`src/rtl/prbs7_frame_gen.sv`:
```
// PRBS7 (x^7+x^6+1) 64-bit-per-clock pattern source with programmable bit slip and seed reload.
// Optional single-word error injection is compiled in when ERR_INJECT_EN is defined.
module prbs7_frame_gen #(
    parameter int DW    = 64,
    parameter int CNT_W = 32
) (
    input  logic             clk,
    input  logic             reset,
    input  logic             enable,
    input  logic             load,
    input  logic [6:0]       seed,
    input  logic [5:0]       slip,
    input  logic             inj_req,
    input  logic [DW-1:0]    inj_mask,
    output logic             inj_ack,
    output logic [DW-1:0]    dout,
    output logic             dout_valid,
    output logic [CNT_W-1:0] word_count,
    output logic [15:0]      inj_count
);

    localparam int AW = $clog2(2 * DW);
    localparam logic [6:0] SEED_ALL_ONES = 7'h7F;

    // ------------------------------------------------------------------
    // Generation stage
    // ------------------------------------------------------------------
    logic [6:0]          lfsr_reg;
    logic [DW-1:0]       w_cur_reg;
    logic [DW-1:0]       w_prev_reg;
    logic                gen_v_reg;
    logic                prev_v_reg;
    logic                enable_d1_reg;

    logic [DW:0][6:0]    chain;
    logic [DW-1:0]       gen_word;
    logic [6:0]          seed_fix;

    assign seed_fix = (seed == 7'd0) ? SEED_ALL_ONES : seed;

    // Unrolled single-bit LFSR steps; bit gi of the word is the gi-th emitted bit.
    assign chain[0] = lfsr_reg;
    for (genvar gi = 0; gi < DW; gi++) begin : g_step
        assign gen_word[gi]  = chain[gi][6] ^ chain[gi][5];
        assign chain[gi + 1] = {chain[gi][5:0], gen_word[gi]};
    end

    always_ff @(posedge clk or posedge reset) begin
        if (reset) begin
            lfsr_reg      <= SEED_ALL_ONES;
            w_cur_reg     <= '0;
            w_prev_reg    <= '0;
            gen_v_reg     <= 1'b0;
            prev_v_reg    <= 1'b0;
            enable_d1_reg <= 1'b0;
        end else if (load) begin
            lfsr_reg      <= seed_fix;
            w_cur_reg     <= '0;
            w_prev_reg    <= '0;
            gen_v_reg     <= 1'b0;
            prev_v_reg    <= 1'b0;
            enable_d1_reg <= enable;
        end else begin
            enable_d1_reg <= enable;
            if (enable) begin
                lfsr_reg   <= chain[DW];
                w_cur_reg  <= gen_word;
                w_prev_reg <= w_cur_reg;
                gen_v_reg  <= 1'b1;
                prev_v_reg <= gen_v_reg;
            end
        end
    end

    // ------------------------------------------------------------------
    // Slip window: dout[i] = {w_cur, w_prev}[DW + i - slip]
    // ------------------------------------------------------------------
    logic [2*DW-1:0] win;
    logic [DW-1:0]   slipped;

    assign win = {w_cur_reg, w_prev_reg};

    for (genvar gi = 0; gi < DW; gi++) begin : g_slip
        localparam logic [AW-1:0] BASE = AW'(DW + gi);
        assign slipped[gi] = win[BASE - AW'(slip)];
    end

    // A nonzero slip reaches into w_prev, so that word must hold real data too.
    // Load flushes the pipeline, so nothing is emitted on the load edge.
    logic out_fire;
    assign out_fire = !load && enable_d1_reg && gen_v_reg && ((slip == 6'd0) || prev_v_reg);

    // ------------------------------------------------------------------
    // Error injection
    // ------------------------------------------------------------------
    logic [DW-1:0] corrupt_mask;

`ifdef ERR_INJECT_EN
    typedef enum logic {
        INJ_IDLE,
        INJ_ARMED
    } inj_state_t;

    inj_state_t    inj_state_reg;
    inj_state_t    inj_state_next;
    logic [DW-1:0] inj_mask_reg;
    logic [DW-1:0] inj_mask_next;
    logic [15:0]   inj_count_reg;
    logic [15:0]   inj_count_next;
    logic          inj_ack_reg;
    logic          inj_hit;

    always_comb begin
        inj_state_next = inj_state_reg;
        inj_mask_next  = inj_mask_reg;
        inj_count_next = inj_count_reg;
        inj_hit        = 1'b0;
        case (inj_state_reg)
            INJ_IDLE: begin
                if (inj_req) begin
                    inj_state_next = INJ_ARMED;
                    inj_mask_next  = inj_mask;
                end
            end
            INJ_ARMED: begin
                if (out_fire) begin
                    inj_hit        = 1'b1;
                    inj_state_next = INJ_IDLE;
                    if (inj_count_reg != 16'hFFFF) begin
                        inj_count_next = inj_count_reg + 16'd1;
                    end
                end
            end
            default: inj_state_next = INJ_IDLE;
        endcase
        // Load drops a pending injection without acknowledging it.
        if (load) begin
            inj_state_next = INJ_IDLE;
        end
    end

    always_ff @(posedge clk or posedge reset) begin
        if (reset) begin
            inj_state_reg <= INJ_IDLE;
            inj_mask_reg  <= '0;
            inj_count_reg <= '0;
            inj_ack_reg   <= 1'b0;
        end else begin
            inj_state_reg <= inj_state_next;
            inj_mask_reg  <= inj_mask_next;
            inj_count_reg <= inj_count_next;
            inj_ack_reg   <= inj_hit;
        end
    end

    assign corrupt_mask = inj_hit ? inj_mask_reg : '0;
    assign inj_ack      = inj_ack_reg;
    assign inj_count    = inj_count_reg;
`else
    logic unused_inj_inputs;
    assign unused_inj_inputs = ^{inj_req, inj_mask};
    assign corrupt_mask      = '0;
    assign inj_ack           = 1'b0;
    assign inj_count         = '0;
`endif

    // ------------------------------------------------------------------
    // Output stage
    // ------------------------------------------------------------------
    logic [DW-1:0]    dout_reg;
    logic             dout_valid_reg;
    logic [CNT_W-1:0] word_count_reg;

    always_ff @(posedge clk or posedge reset) begin
        if (reset) begin
            dout_reg       <= '0;
            dout_valid_reg <= 1'b0;
            word_count_reg <= '0;
        end else begin
            dout_valid_reg <= out_fire;
            if (out_fire) begin
                dout_reg <= slipped ^ corrupt_mask;
            end
            if (load) begin
                word_count_reg <= '0;
            end else if (out_fire) begin
                word_count_reg <= word_count_reg + CNT_W'(1);
            end
        end
    end

    assign dout       = dout_reg;
    assign dout_valid = dout_valid_reg;
    assign word_count = word_count_reg;

endmodule

```
`config.mk`:
```
export PLATFORM = sky130hd
export DESIGN_NAME = prbs7_frame_gen
export DESIGN_NICKNAME = d
export VERILOG_FILES = /design/src/rtl/prbs7_frame_gen.sv
export SDC_FILE = /design/constraint.sdc
export NUM_CORES = 1
export LEC_CHECK = 0
export CORE_UTILIZATION = 35
export DETAILED_ROUTE_END_ITERATION = 10
export GPL_TIMING_DRIVEN = 0
export HOLD_SLACK_MARGIN = 0.12
export SYNTH_ARGS = -nofsm -noshare
export SYNTH_HDL_FRONTEND = slang
export SYNTH_SLANG_ARGS = --single-unit
```
`constraint.sdc`:
```
create_clock -name clk -period 11.45 [get_ports clk]
set_input_delay 2.29 -clock clk [delete_from_list [all_inputs] [get_ports clk]]
set_output_delay 2.29 -clock clk [all_outputs]
set_load 0.02 [all_outputs]
```
==> run metrics <==
status complete, no violations; vias per cell 6.724; hold buffer count at CTS 0; layout cell share with drive strength beyond 1 0.2154; HPWL after DPL 94800 um; final setup vio count 0; Area Growth Syn to Fin 13.29%; Rows 97; fin nets 2738; CP peak stage delay 0.87 ns; Max Cap Viol 0; fmax 118.8 MHz; DR vias around 24k; post_cts resized 0; DRT Pass-1 Iters 6; RePlAce Congestion approximately 1.1; VDD IR-drop max between 0.1 and 0.15 mV; DR iter-0 viols 3112; Synth Flop Type dfrtp_1; Routed Wire Length about 130000 um; crit path cell chain clkdlybuf4s50_1 > clkbuf_1 > inv_1 > buf_2 > clkbuf_1 > ha_1 > a31oi_1 > or3_1 > clkbuf_1 > inv_1 > clkbuf_1 > buf_1 > clkbuf_1 > a21oi_1; Final Instance Area 28420 um^2; Post-DP Area 27480 um^2; leak pwr 11.40 nW; Worst EP required 11.90 ns; clk slew on worst S/H paths 0.06 ns; Final Skew 0.01844 ns; Mapped Avg Cell Area 10.13 um^2; Fin. Hold Viols 0; Slew Viols, Final 0; Post-Synthesis Cells roughly 2.5k; CTS buffer count 28; synthesis-stage register bit count 235; Post-Syn Area 25080 um^2; Hold WS 0.4670 ns; DRC Markers 0; Die X 269.7 um; CTS sink count approximately 240; Die ar. 72740 um^2; fin crit share 0.7351; Port Buffers 112; Core ar. 70510 um^2; DRT antenna net count 0; chip height 269.7 um; worst min path class register to register; IO Pins 196; Worst path most repeated cell clkbuf_1; Syn. warnings 0; clk buf depth 3; wire per inst 34.85 um; critical path capture point type register; largest net degree at the start of global routing 125; slew at the pin with the worst max-slew slack 1.314 ns; Initial Utilization 0.3557; Tot Pwr ~4 mW; Bufs and invs on worst path 10; CP Class input port to register; remaining global-route overflow 0; Post-synth EDFFs 0; FFs w/ async S/R, synth 1.000; crit path time final 8.416 ns; first-pass GRT wire length 177600 um; max_slew headroom 0.1176; delay-heaviest family, CP buffers and inverters; GRT Total Usage 0.3393; post-synthesis sequential area ratio 0.2348; setup TNS 0 ns; CP max FO 11; CP max stage cell buf_1; postcts setup bufs 0; PwrDens 142.7 nW/um^2; RSZ-0062 raised after global routing false; via count of the first global-routing pass ~23k; H-Tree Depth 1; startpoint types input port; initial antenna violation count 6; clk_lat worst skew 0.61 ns; count of cell types in the netlist 74; Layout fillers between 6k and 7k; worst path arrival time roughly 8.9 ns; root buffer cell clkbuf_16; CTS tree yes
-- final timing paths --
check	start	end	slack (ns)	cells past startpoint
max	slip[5]	dout[37]$_DFFE_PP0P_	3.03	14
min	dout[43]$_DFFE_PP0P_	dout[43]$_DFFE_PP0P_	0.47	2
max reg2reg	prev_v_reg$_DFFE_PP0P_	dout[37]$_DFFE_PP0P_	7.34	8
min reg2reg	dout[43]$_DFFE_PP0P_	dout[43]$_DFFE_PP0P_	0.47	2
max in group asynchronous	reset	dout[32]$_DFFE_PP0P_	8.02	3
min in group asynchronous	reset	w_prev_reg[55]$_DFFE_PP0P_	2.29	2
-- through the flow --
step | std cells | setup WS (ns) | util
finish | 3600 | 3.034 | 0.4030
global route | 3596 | 2.995 | 0.4029
CTS | 3595 | 3.326 | 0.4028
detailed placement | 3544 | 2.716 | 0.3897
global placement | 3543 | -0.5176 | 0.3892
floorplan | 2491 | 2.725 | -
-- power breakdown --
part	leakage, nW	switching [mW]	internal [mW]	total, mW
combinational	7.84	1.06	0.817	1.88
sequential	3.13	0.328	0.943	1.27
clock	0.439	0.396	0.512	0.909
total	11.4	1.78	2.27	4.06
-- worst min-delay path: cells and delay by family (launching register included) --
kind | cells | cell delay [ns]
flip-flops | 1 | 0.34
AND/OR/NAND/NOR | 2 | 0.10
-- cell usage in the layout (no fill, tap or decap), types with 34 or more instances in the layout --
master,count
a211oi_1,45
a21oi_1,110
a22oi_1,36
buf_2,64
buf_4,37
clkbuf_1,89
clkdlybuf4s50_1,112
dfrtp_1,228
mux2_2,110
mux2i_1,301
mux4_2,277
nand2_1,264
nor2_1,282
nor3_1,34
o21ai_0,83
o22ai_1,52
xnor2_1,117
-- area by class of cell --
cell class                 count  area (um^2)  area share
timing repair buffer         113         1149     0.04042
sequential                   235         5889      0.2072
tap                          940         1176     0.04139
clock inverter                13        130.1    0.004579
multi-input combinational   2008        17980      0.6327
clock buffer                  38        798.3     0.02809
antenna                        5        12.51   0.0004403
buffer                       222         1176     0.04139
inverter                      26        105.1    0.003698
-- Yosys cell counts, types with 9 or more instances --
master	count	area share
o21ai_0	83	0.017
buf_4	37	0.011
or3_1	9	0.0022
a21oi_1	110	0.022
nor3b_1	25	0.0075
xnor2_1	117	0.041
nand3b_1	14	0.0042
mux2i_1	301	0.12
o211ai_1	9	0.0027
mux4_2	277	0.25
nand4_1	16	0.0040
buf_1	21	0.0031
nor3_1	34	0.0068
inv_1	22	0.0033
a22oi_1	36	0.011
mux2_2	110	0.049
clkbuf_1	85	0.013
o22ai_1	52	0.013
a31oi_1	15	0.0037
nand3_1	32	0.0064
nor2_1	282	0.042
xor2_1	23	0.0080
dfrtp_1	228	0.23
nand2_1	264	0.040
nor2b_1	9	0.0022
a211oi_1	45	0.013
ha_1	22	0.011
buf_2	64	0.013
buf_6	12	0.0054
nand2b_1	10	0.0025
-- kinds of logic after synthesis --
logic type,count (synthesis),synth area share
multiplexers,692,0.4224
AND/OR/NAND/NOR,721,0.1249
AO/OA/AOI/OAI,411,0.1035
XOR/XNOR,145,0.05257
flip-flops,235,0.2348
adder cells (fa/ha/maj),22,0.01097
buffers and inverters,248,0.05078
other,1,0.0001495
-- per-layer routing --
layer	up-vias	GRT usage	share of wire	routed length [um]
li1	9720	-	-	-
met1	12150	0.4294	0.37	46870
met2	1873	0.5016	0.43	53530
met3	458	0.1125	0.12	15330
met4	6	0.2010	0.077	9678
met5	-	0.008553	0.00037	46
Note: power is estimated with default switching activity, not from simulation.
